[src/rtl/aes_uart_block_packer_pkg.sv]
// Shared definitions for the UART <-> AES block packer and unpacker.
//   AES_BLOCK_BYTES / AES_BLOCK_W : size of one AES block in bytes / bits
//   DEFAULT_TIMEOUT_CYC           : idle cycles before a partial block is dropped
//   ing_state_t / eg_state_t      : ingress and egress FSM state encodings
package aes_uart_block_packer_pkg;

   localparam int AES_BLOCK_BYTES     = 16;
   localparam int AES_BLOCK_W         = 8 * AES_BLOCK_BYTES;
   localparam int DEFAULT_TIMEOUT_CYC = 50000;   // 1 ms at 50 MHz

   typedef enum logic {
      ING_COLLECT = 1'b0,
      ING_HOLD    = 1'b1
   } ing_state_t;

   typedef enum logic {
      EG_IDLE = 1'b0,
      EG_SEND = 1'b1
   } eg_state_t;

endpackage

[src/rtl/aes_uart_block_packer_unpacker.sv]
// Egress half of the packer: accepts one AES result block and serialises it
// to the UART transmitter, most significant byte first.
// Ports:
//   clk, rst_n                 clock, asynchronous active-low reset
//   blk_out_data/valid/ready   128-bit result block from the AES core
//   tx_data/valid/ready        byte stream to the UART TX
module aes_uart_block_unpacker
   import aes_uart_block_packer_pkg::*;
#(
   parameter int BLK_W = AES_BLOCK_W
) (
   input  logic             clk,
   input  logic             rst_n,
   input  logic [BLK_W-1:0] blk_out_data,
   input  logic             blk_out_valid,
   output logic             blk_out_ready,
   output logic [7:0]       tx_data,
   output logic             tx_valid,
   input  logic             tx_ready
);

   localparam int                 IDX_W    = $clog2(BLK_W / 8);
   localparam logic [IDX_W-1:0]   IDX_LAST = IDX_W'(BLK_W / 8 - 1);

   eg_state_t        st_q,  st_nxt;
   logic [BLK_W-1:0] sr_q,  sr_nxt;
   logic [IDX_W-1:0] idx_q, idx_nxt;
   logic             rdy_q;

   always_comb begin
      st_nxt  = st_q;
      sr_nxt  = sr_q;
      idx_nxt = idx_q;
      case (st_q)
         EG_IDLE: begin
            if (blk_out_valid && rdy_q) begin
               sr_nxt  = blk_out_data;
               idx_nxt = '0;
               st_nxt  = EG_SEND;
            end
         end
         EG_SEND: begin
            if (tx_ready) begin
               sr_nxt  = {sr_q[BLK_W-9:0], 8'h00};
               idx_nxt = idx_q + IDX_W'(1);
               if (idx_q == IDX_LAST) begin
                  st_nxt = EG_IDLE;
               end
            end
         end
         default: st_nxt = EG_IDLE;
      endcase
   end

   // ready is registered so it stays low during reset and rises on the first
   // edge after release, or on the edge that completes the last byte
   always_ff @(posedge clk or negedge rst_n) begin
      if (!rst_n) begin
         st_q  <= EG_IDLE;
         sr_q  <= '0;
         idx_q <= '0;
         rdy_q <= 1'b0;
      end else begin
         st_q  <= st_nxt;
         sr_q  <= sr_nxt;
         idx_q <= idx_nxt;
         rdy_q <= (st_nxt == EG_IDLE);
      end
   end

   assign blk_out_ready = rdy_q;
   assign tx_valid      = (st_q == EG_SEND);
   assign tx_data       = sr_q[BLK_W-1 -: 8];

endmodule

[src/rtl/aes_uart_block_packer.sv]
// Adapts the UART byte stream to the 128-bit AES core.
// Ingress collects BLOCK_BYTES received bytes (first byte in the top byte
// lane) into one block and offers it over valid/ready; a partial block that
// sits idle for TIMEOUT_CYC cycles is discarded. Egress is delegated to
// aes_uart_block_unpacker. Both directions run independently.
// Ports:
//   clk_50m, rst_n              clock, asynchronous active-low reset
//   rx_data, rx_valid           byte strobe from UART RX (no backpressure)
//   blk_in_data/valid/ready     assembled block to the AES core
//   blk_out_data/valid/ready    result block from the AES core
//   tx_data/valid/ready         byte stream to UART TX
//   rx_overrun                  sticky: a byte arrived while a block was held
//   timeout_flush               one-cycle pulse: a partial block was dropped
module aes_uart_block_packer
   import aes_uart_block_packer_pkg::*;
#(
   parameter int BLOCK_BYTES = AES_BLOCK_BYTES,
   parameter int TIMEOUT_CYC = DEFAULT_TIMEOUT_CYC,
   parameter int TO_W        = 16
) (
   input  logic                     clk_50m,
   input  logic                     rst_n,
   input  logic [7:0]               rx_data,
   input  logic                     rx_valid,
   output logic [8*BLOCK_BYTES-1:0] blk_in_data,
   output logic                     blk_in_valid,
   input  logic                     blk_in_ready,
   input  logic [8*BLOCK_BYTES-1:0] blk_out_data,
   input  logic                     blk_out_valid,
   output logic                     blk_out_ready,
   output logic [7:0]               tx_data,
   output logic                     tx_valid,
   input  logic                     tx_ready,
   output logic                     rx_overrun,
   output logic                     timeout_flush
);

   localparam int                CNT_W    = $clog2(BLOCK_BYTES);
   localparam logic [CNT_W-1:0]  CNT_LAST = CNT_W'(BLOCK_BYTES - 1);
   localparam logic [TO_W-1:0]   TO_MAX   = TO_W'(TIMEOUT_CYC);

   // Timeout counter increment that holds at TO_MAX
   function automatic logic [TO_W-1:0] to_inc(input logic [TO_W-1:0] v);
      if (v >= TO_MAX) return v;
      return v + TO_W'(1);
   endfunction

   ing_state_t                        ing_q,   ing_nxt;
   logic [CNT_W-1:0]                  cnt_q,   cnt_nxt;
   logic [TO_W-1:0]                   to_q,    to_nxt;
   // byte lane BLOCK_BYTES-1 is bits [top:top-7], so byte k goes to lane LAST-k
   logic [BLOCK_BYTES-1:0][7:0]       data_q,  data_nxt;
   logic                              ovr_q,   ovr_nxt;
   logic                              flush_q, flush_nxt;

   always_comb begin
      ing_nxt   = ing_q;
      cnt_nxt   = cnt_q;
      to_nxt    = to_q;
      data_nxt  = data_q;
      ovr_nxt   = ovr_q;
      flush_nxt = 1'b0;
      case (ing_q)
         ING_COLLECT: begin
            if (rx_valid) begin
               // an arriving byte always beats a timer expiring in the same cycle
               data_nxt[CNT_LAST - cnt_q] = rx_data;
               cnt_nxt                    = cnt_q + CNT_W'(1);
               to_nxt                     = '0;
               if (cnt_q == CNT_LAST) begin
                  ing_nxt = ING_HOLD;
               end
            end else if (cnt_q != '0) begin
               to_nxt = to_inc(to_q);
               if (to_nxt == TO_MAX) begin
                  // drop the partial block; stale bytes stay in data_q
                  cnt_nxt   = '0;
                  to_nxt    = '0;
                  flush_nxt = 1'b1;
               end
            end
         end
         ING_HOLD: begin
            if (blk_in_ready) begin
               ing_nxt = ING_COLLECT;
               cnt_nxt = '0;
               if (rx_valid) begin
                  data_nxt[CNT_LAST] = rx_data;
                  cnt_nxt            = CNT_W'(1);
               end
            end else if (rx_valid) begin
               ovr_nxt = 1'b1;
            end
         end
         default: ing_nxt = ING_COLLECT;
      endcase
   end

   always_ff @(posedge clk_50m or negedge rst_n) begin
      if (!rst_n) begin
         ing_q   <= ING_COLLECT;
         cnt_q   <= '0;
         to_q    <= '0;
         data_q  <= '0;
         ovr_q   <= 1'b0;
         flush_q <= 1'b0;
      end else begin
         ing_q   <= ing_nxt;
         cnt_q   <= cnt_nxt;
         to_q    <= to_nxt;
         data_q  <= data_nxt;
         ovr_q   <= ovr_nxt;
         flush_q <= flush_nxt;
      end
   end

   assign blk_in_data   = data_q;
   assign blk_in_valid  = (ing_q == ING_HOLD);
   assign rx_overrun    = ovr_q;
   assign timeout_flush = flush_q;

   aes_uart_block_unpacker #(
      .BLK_W (8 * BLOCK_BYTES)
   ) u_unpacker (
      .clk           (clk_50m),
      .rst_n         (rst_n),
      .blk_out_data  (blk_out_data),
      .blk_out_valid (blk_out_valid),
      .blk_out_ready (blk_out_ready),
      .tx_data       (tx_data),
      .tx_valid      (tx_valid),
      .tx_ready      (tx_ready)
   );

endmodule

[config.mk]
export PLATFORM = sky130hd
export DESIGN_NAME = aes_uart_block_packer
export DESIGN_NICKNAME = d
export VERILOG_FILES = /design/src/rtl/aes_uart_block_packer_pkg.sv /design/src/rtl/aes_uart_block_packer_unpacker.sv /design/src/rtl/aes_uart_block_packer.sv
export SDC_FILE = /design/constraint.sdc
export NUM_CORES = 1
export LEC_CHECK = 0
export ABC_AREA = 0
export CAP_MARGIN = 5
export CORE_ASPECT_RATIO = 1.2
export CORE_MARGIN = 4
export CORE_UTILIZATION = 45
export CTS_CLUSTER_DIAMETER = 150
export DETAILED_ROUTE_END_ITERATION = 6
export PLACE_DENSITY = 0.73
export SYNTH_ARGS = -nofsm -noshare
export SYNTH_HDL_FRONTEND = slang
export SYNTH_SLANG_ARGS = --single-unit
[constraint.sdc]
create_clock -name clk_50m -period 4.6 [get_ports clk_50m]
set_input_delay 0.92 -clock clk_50m [delete_from_list [all_inputs] [get_ports clk_50m]]
set_output_delay 0.92 -clock clk_50m [all_outputs]
set_load 0.02 [all_outputs]
==> flow_metrics.py, run 1 <==
metrics = {
    "setup_path": {
        "worst-setup-path-type": "reg2reg",
        "cp.arrival_ns": 3.88,
        "cp_max_fo": 14,
        "cp-start-kind": "flop",
        "r2r_setup_slack_ns": 1.15,
        "cp.required_ns": 5.03,
        "cp-end-kind": "flop",
    },
    "synth": {
        "synth_top_area_frac": 0.568,
        "synth_xor_xnor_area_share": 0.00140,
        "ys_ff_latch": 285,
        "synth_top_family_by_area": "multiplexers",
        "synthCells": 1087,
        "synthFlopType": "dfrtp_1",
        "syn_nets": 1236,
        "seq_area_frac_synth": 0.568,
        "synth.avg_cell_area_um2": 11.5,
        "syn_area_um2": 12500,
        "synth_cell_type_count": 50,
        "synthAdderAreaFrac": 0.00698,
        "yosys.area_share.simple": 0.0906,
        "async_flop_share": 1.00,
        "netlist_top_cells_count": "dfrtp_1 (285), nand2_1 (165), o21ai_0 (148)",
        "yosysMostFrequentCell": "dfrtp_1",
        "synth_compound_area_frac": 0.0887,
        "yosys_warnings": 0,
        "synthTopCellsByArea": "dfrtp_1 (57%), mux2_2 (12%), mux2i_1 (9.7%), o21ai_0 (5.9%), nand2_1 (4.9%)",
        "synthMuxAreaShare": 0.216,
        "synth_edf_count": 0,
        "synth_area_leader_cell": "dfrtp_1",
    },
    "sta": {
        "finClkSkew_ns": 0.0175,
        "drv_slew": 0,
        "fin_crit_sh": 0.750,
        "whs_ns": 0.431,
        "relSlewSlack": 0.344,
        "hold_viol": 0,
        "fmax_mhz": 290,
        "worstMarginPinSlew_ns": 0.984,
        "fin_crit_ns": 3.45,
        "fin_setup_tns_ns": 0,
        "finalSetupViolCount": 0,
        "rsz0062_at_grt": "false",
    },
    "place": {
        "gp_congestion": 0.845,
        "dpl.hpwl_um": 23000,
        "port_buffers": 282,
    },
    "power_and_ir_drop": {
        "vdd_drop_max_uv": 400,
        "powerDensity_nw_per_um2": 643,
        "p_leak_nw": 7.61,
    },
    "detailed_routing": {
        "drcViolationCount": 0,
        "wire_per_inst_um": 18.9,
        "vias_per_cell": 5.20,
        "routed_wl_um": 32700,
        "first_pass_iters": 5,
        "drtIter0Drc": 454,
        "vias": 9015,
        "ant_nets": 0,
    },
    "cts": {
        "cts-root-buf": "clkbuf_16",
        "clk_pin_slew_ns": 0.07,
        "clockBufferDepth": 3,
        "cts_tree": "yes",
        "hold_buffers": 0,
        "cts_setup_buffers": 0,
        "htree_levels": 1,
        "cts_buffers": 29,
        "clock_sinks": 285,
        "cts_resized": 0,
        "clk-insertion-delay-late_ns": 0.54,
    },
    "outcome": {
        "outcome": "complete, no violations",
    },
    "global_routing": {
        "grt.total_usage": 0.209,
        "grt_max_degree": 137,
        "grt-ovfl-total": 0,
        "grt_first_pass_wirelength_um": 51800,
        "antenna_found_initial": 3,
        "first_global_vias": 9408,
    },
    "floorplanning": {
        "io_pins": 283,
        "die_area_um2": 30600,
        "start_util": 0.459,
        "die_w_um": 160,
        "num_rows": 66,
        "design.core.area_um2": 27300,
        "die_h_um": 191,
    },
    "cells_and_area": {
        "nNetsFinal": 1486,
        "areaGrowthSynthToFinish_pct": 32.5,
        "drive_above_1_share": 0.150,
    },
    "worst_hold_path": {
        "hold_class": "in2async",
    },
    "run": {
        "maxCapViolations": 0,
    },
}
[stage by stage]
step	util	cells	instance area (um2)	setup WS [ns]	power, mW
2_1_floorplan	-	1087	12500	1.50	6.54
3_3_place_gp	0.573	1680	15700	1.06	8.28
3_5_place_dp	0.573	1680	15700	1.02	8.41
4_1_cts	0.608	1731	16600	1.15	10.8
5_1_grt	0.608	1734	16600	0.947	11.3
6_report	0.608	1734	16600	1.15	10.7
[worst max-delay path: stages, from the launching register on]
cell and delay, ns:
dfrtp_1 0.44, or4_4 0.59, a211oi_1 0.48, mux2_2 0.40, a21oi_1 0.10, or4b_1 0.47, o21a_1 0.38, a21o_1 0.26
a22o_1 0.22
[cell type report]
cell class / instances / area (um2)
fill: 2258 / 10700
timing repair buffer: 292 / 2940
tap: 374 / 468
sequential: 285 / 7140
clock buffer: 43 / 868
clock inverter: 8 / 95.1
multi-input combinational: 719 / 5070
inverter: 10 / 37.5
antenna: 3 / 7.51
[cells by family after synthesis]
group | after synthesis
mux | 254
fa+ha+maj | 7
xor+xnor | 2
buf+inv | 83
compound gates | 199
simple gates | 257
flops | 285
[cells in the final DEF (no fill, tap or decap), types with 5 or more instances in the layout]
cell type / instances
nand2_1: 165
nand3_1: 12
nand4_1: 5
nand2b_1: 5
mux2i_1: 121
or2_2: 5
o21ai_0: 148
clkbuf_16: 29
buf_4: 7
a21o_1: 6
mux2_2: 133
nor3_1: 7
dfrtp_1: 284
inv_1: 10
clkbuf_1: 5
a21oi_1: 10
clkdlybuf4s50_1: 281
clkbuf_8: 9
nor2_1: 34
ha_1: 7
a31oi_1: 7
[flip-flops by register name, summed over array words and instances (netlist names)]
name,count
cnt_q,4
u_unpacker.tx_valid,1
blk_in_valid,1
u_unpacker.sr_q,128
rx_overrun,1
u_unpacker.blk_out_ready,1
timeout_flush,1
u_unpacker.idx_q,4
blk_in_data,128
to_q,16
[where the power goes]
group / switching [mW] / leakage, nW / internal (mW)
combinational: 2.08 / 3.49 / 2.09
clock: 0.959 / 0.472 / 1.41
sequential: 0.645 / 3.65 / 3.52
[final timing paths]
check                                 from                   to  depth (start not counted)
worst max-delay path              to_q[13]              to_q[0]                          8
worst min-delay path                 rst_n      blk_in_data[55]                          1
worst max register to register    to_q[13]              to_q[0]                          8
worst min register to register  rx_overrun           rx_overrun                          1
max in group asynchronous            rst_n  u_unpacker.sr_q[40]                          2
min in group clk_50m            rx_overrun           rx_overrun                          1
[routing by layer]
layer  vias up  share of wire  track usage
met3        49          0.057       0.0459
li1       4309              -            -
met2       219           0.51        0.366
met1      4438           0.40        0.258
met4         0          0.028       0.0705
met5         -              0            0
Note: power is estimated with default switching activity, not from simulation.
==> run 2: changes to the inputs <==
- clock period: 4.6 -> 3.2 ns (I/O delays scaled with it)
==> flow_metrics.py, run 2 (same netlist as run 1, synthesis figures left out) <==
metrics = {
    "floorplanning": {
        "start_util": 0.459,
        "num_rows": 66,
        "die_w_um": 160,
        "die_h_um": 191,
        "die_area_um2": 30600,
        "io_pins": 283,
        "design.core.area_um2": 27300,
    },
    "setup_path": {
        "cp.required_ns": 3.62,
        "max_stage_delay_ns": 0.59,
        "crit_path_top_delay_cell": "or4_4",
        "cp.arrival_ns": 3.46,
        "critPathBufInv": 1,
        "cp_max_fo": 9,
        "worst-setup-path-type": "reg2reg",
        "cp-start-kind": "flop",
        "cp-end-kind": "flop",
        "crit_chain": "or4_4, a211oi_2, mux2_2, a21oi_1, or4b_1, o21a_1, buf_4, a32o_1",
        "cp_top_family": "simple AND/OR/NAND/NOR gates",
    },
    "cts": {
        "clock_sinks": 285,
        "cts_setup_buffers": 0,
        "cts_tree": "yes",
        "cts-root-buf": "clkbuf_16",
        "cts_buffers": 30,
        "htree_levels": 1,
        "clk_pin_slew_ns": 0.06,
        "cts_resized": 0,
        "clk-insertion-delay-late_ns": 0.55,
        "hold_buffers": 0,
        "clockBufferDepth": 3,
    },
    "detailed_routing": {
        "ant_nets": 0,
        "vias": 9033,
        "wire_per_inst_um": 18.5,
        "drcViolationCount": 0,
        "vias_per_cell": 5.11,
        "first_pass_iters": 5,
        "drtIter0Drc": 435,
        "routed_wl_um": 32700,
    },
    "sta": {
        "drv_slew": 0,
        "worstMarginPinSlew_ns": 0.857,
        "fmax_mhz": 329,
        "hold_viol": 0,
        "fin_setup_tns_ns": 0,
        "finClkSkew_ns": 0.0167,
        "rsz0062_at_grt": "false",
        "fin_crit_sh": 0.950,
        "relSlewSlack": 0.427,
        "fin_crit_ns": 3.04,
        "finalSetupViolCount": 0,
        "whs_ns": 0.138,
    },
    "cells_and_area": {
        "final_util": 0.621,
        "stdcell_area_um2": 17000,
        "final_common_cell": "dfrtp_1",
        "multi_input_area_um2": 5080,
        "layout_common_cells": "dfrtp_1 (284), clkdlybuf4s50_1 (281), nand2_1 (165)",
        "areaGrowthSynthToFinish_pct": 35.4,
        "nNetsFinal": 1518,
        "drive_above_1_share": 0.170,
        "n_antenna_cell": 0,
        "nFillCells": 2212,
        "seq_area_um2": 7140,
    },
    "global_routing": {
        "grt-ovfl-total": 0,
        "grt.total_usage": 0.210,
        "antenna_found_initial": 0,
        "grt_max_degree": 155,
        "grt_first_pass_wirelength_um": 51900,
        "first_global_vias": 9305,
    },
    "place": {
        "dpl.hpwl_um": 23100,
        "placed_area_um2": 15900,
        "port_buffers": 282,
        "gp_congestion": 0.852,
    },
    "power_and_ir_drop": {
        "vdd_drop_max_uv": 583,
        "p_leak_nw": 7.83,
        "powerDensity_nw_per_um2": 919,
    },
    "worst_hold_path": {
        "hold_class": "in2async",
    },
    "outcome": {
        "outcome": "complete, no violations",
    },
    "run": {
        "maxCapViolations": 0,
    },
}
-- run 2: per-layer routing --
metal	track usage	wire length [um]
met4	0.0636	1030
met3	0.0423	1850
met1	0.265	13400
met2	0.367	16400
met5	0	0
-- run 2: worst paths after layout --
path / start / to / slack (ns) / depth (start not counted)
min in group clk_50m: u_unpacker.sr_q[70] / u_unpacker.sr_q[70] / 0.48 / 2
setup reg to reg: to_q[13] / to_q[1] / 0.16 / 8
hold / removal: rst_n / blk_in_data[55] / 0.14 / 1
setup / recovery: to_q[13] / to_q[1] / 0.16 / 8
max in group asynchronous: rst_n / u_unpacker.sr_q[38] / 2.25 / 2
hold reg to reg: u_unpacker.sr_q[70] / u_unpacker.sr_q[70] / 0.48 / 2
-- run 2: metrics by stage --
stage / cells / worst slack [ns] / power (mW)
floorplan: 1087 / 0.101 / 9.40
global placement: 1711 / 0.125 / 11.9
detailed placement: 1711 / 0.119 / 12.1
CTS: 1766 / 0.0840 / 15.8
global route: 1766 / 0.00894 / 16.6
finish: 1766 / 0.160 / 15.6
-- run 2: where the power goes --
part / switching [mW] / internal [mW] / leakage, nW
Combinational: 3.00 / 3.03 / 3.67
Sequential: 0.893 / 5.06 / 3.65
Clock: 1.40 / 2.24 / 0.514
-- run 2: layout make-up --
type                       count  share of cell area
clock buffer                  45              0.0523
sequential                   285               0.420
timing repair buffer         323               0.189
inverter                      10             0.00221
tap                          374              0.0276
clock inverter                10             0.00958
multi-input combinational    719               0.299
-- run 2: worst register-to-register path, stage by stage (launching register included) --
cell      delay, ns
dfrtp_1        0.37
or4_4          0.59
a211oi_2       0.29
mux2_2         0.39
a21oi_1        0.11
or4b_1         0.46
o21a_1         0.26
buf_4          0.19
a32o_1         0.26
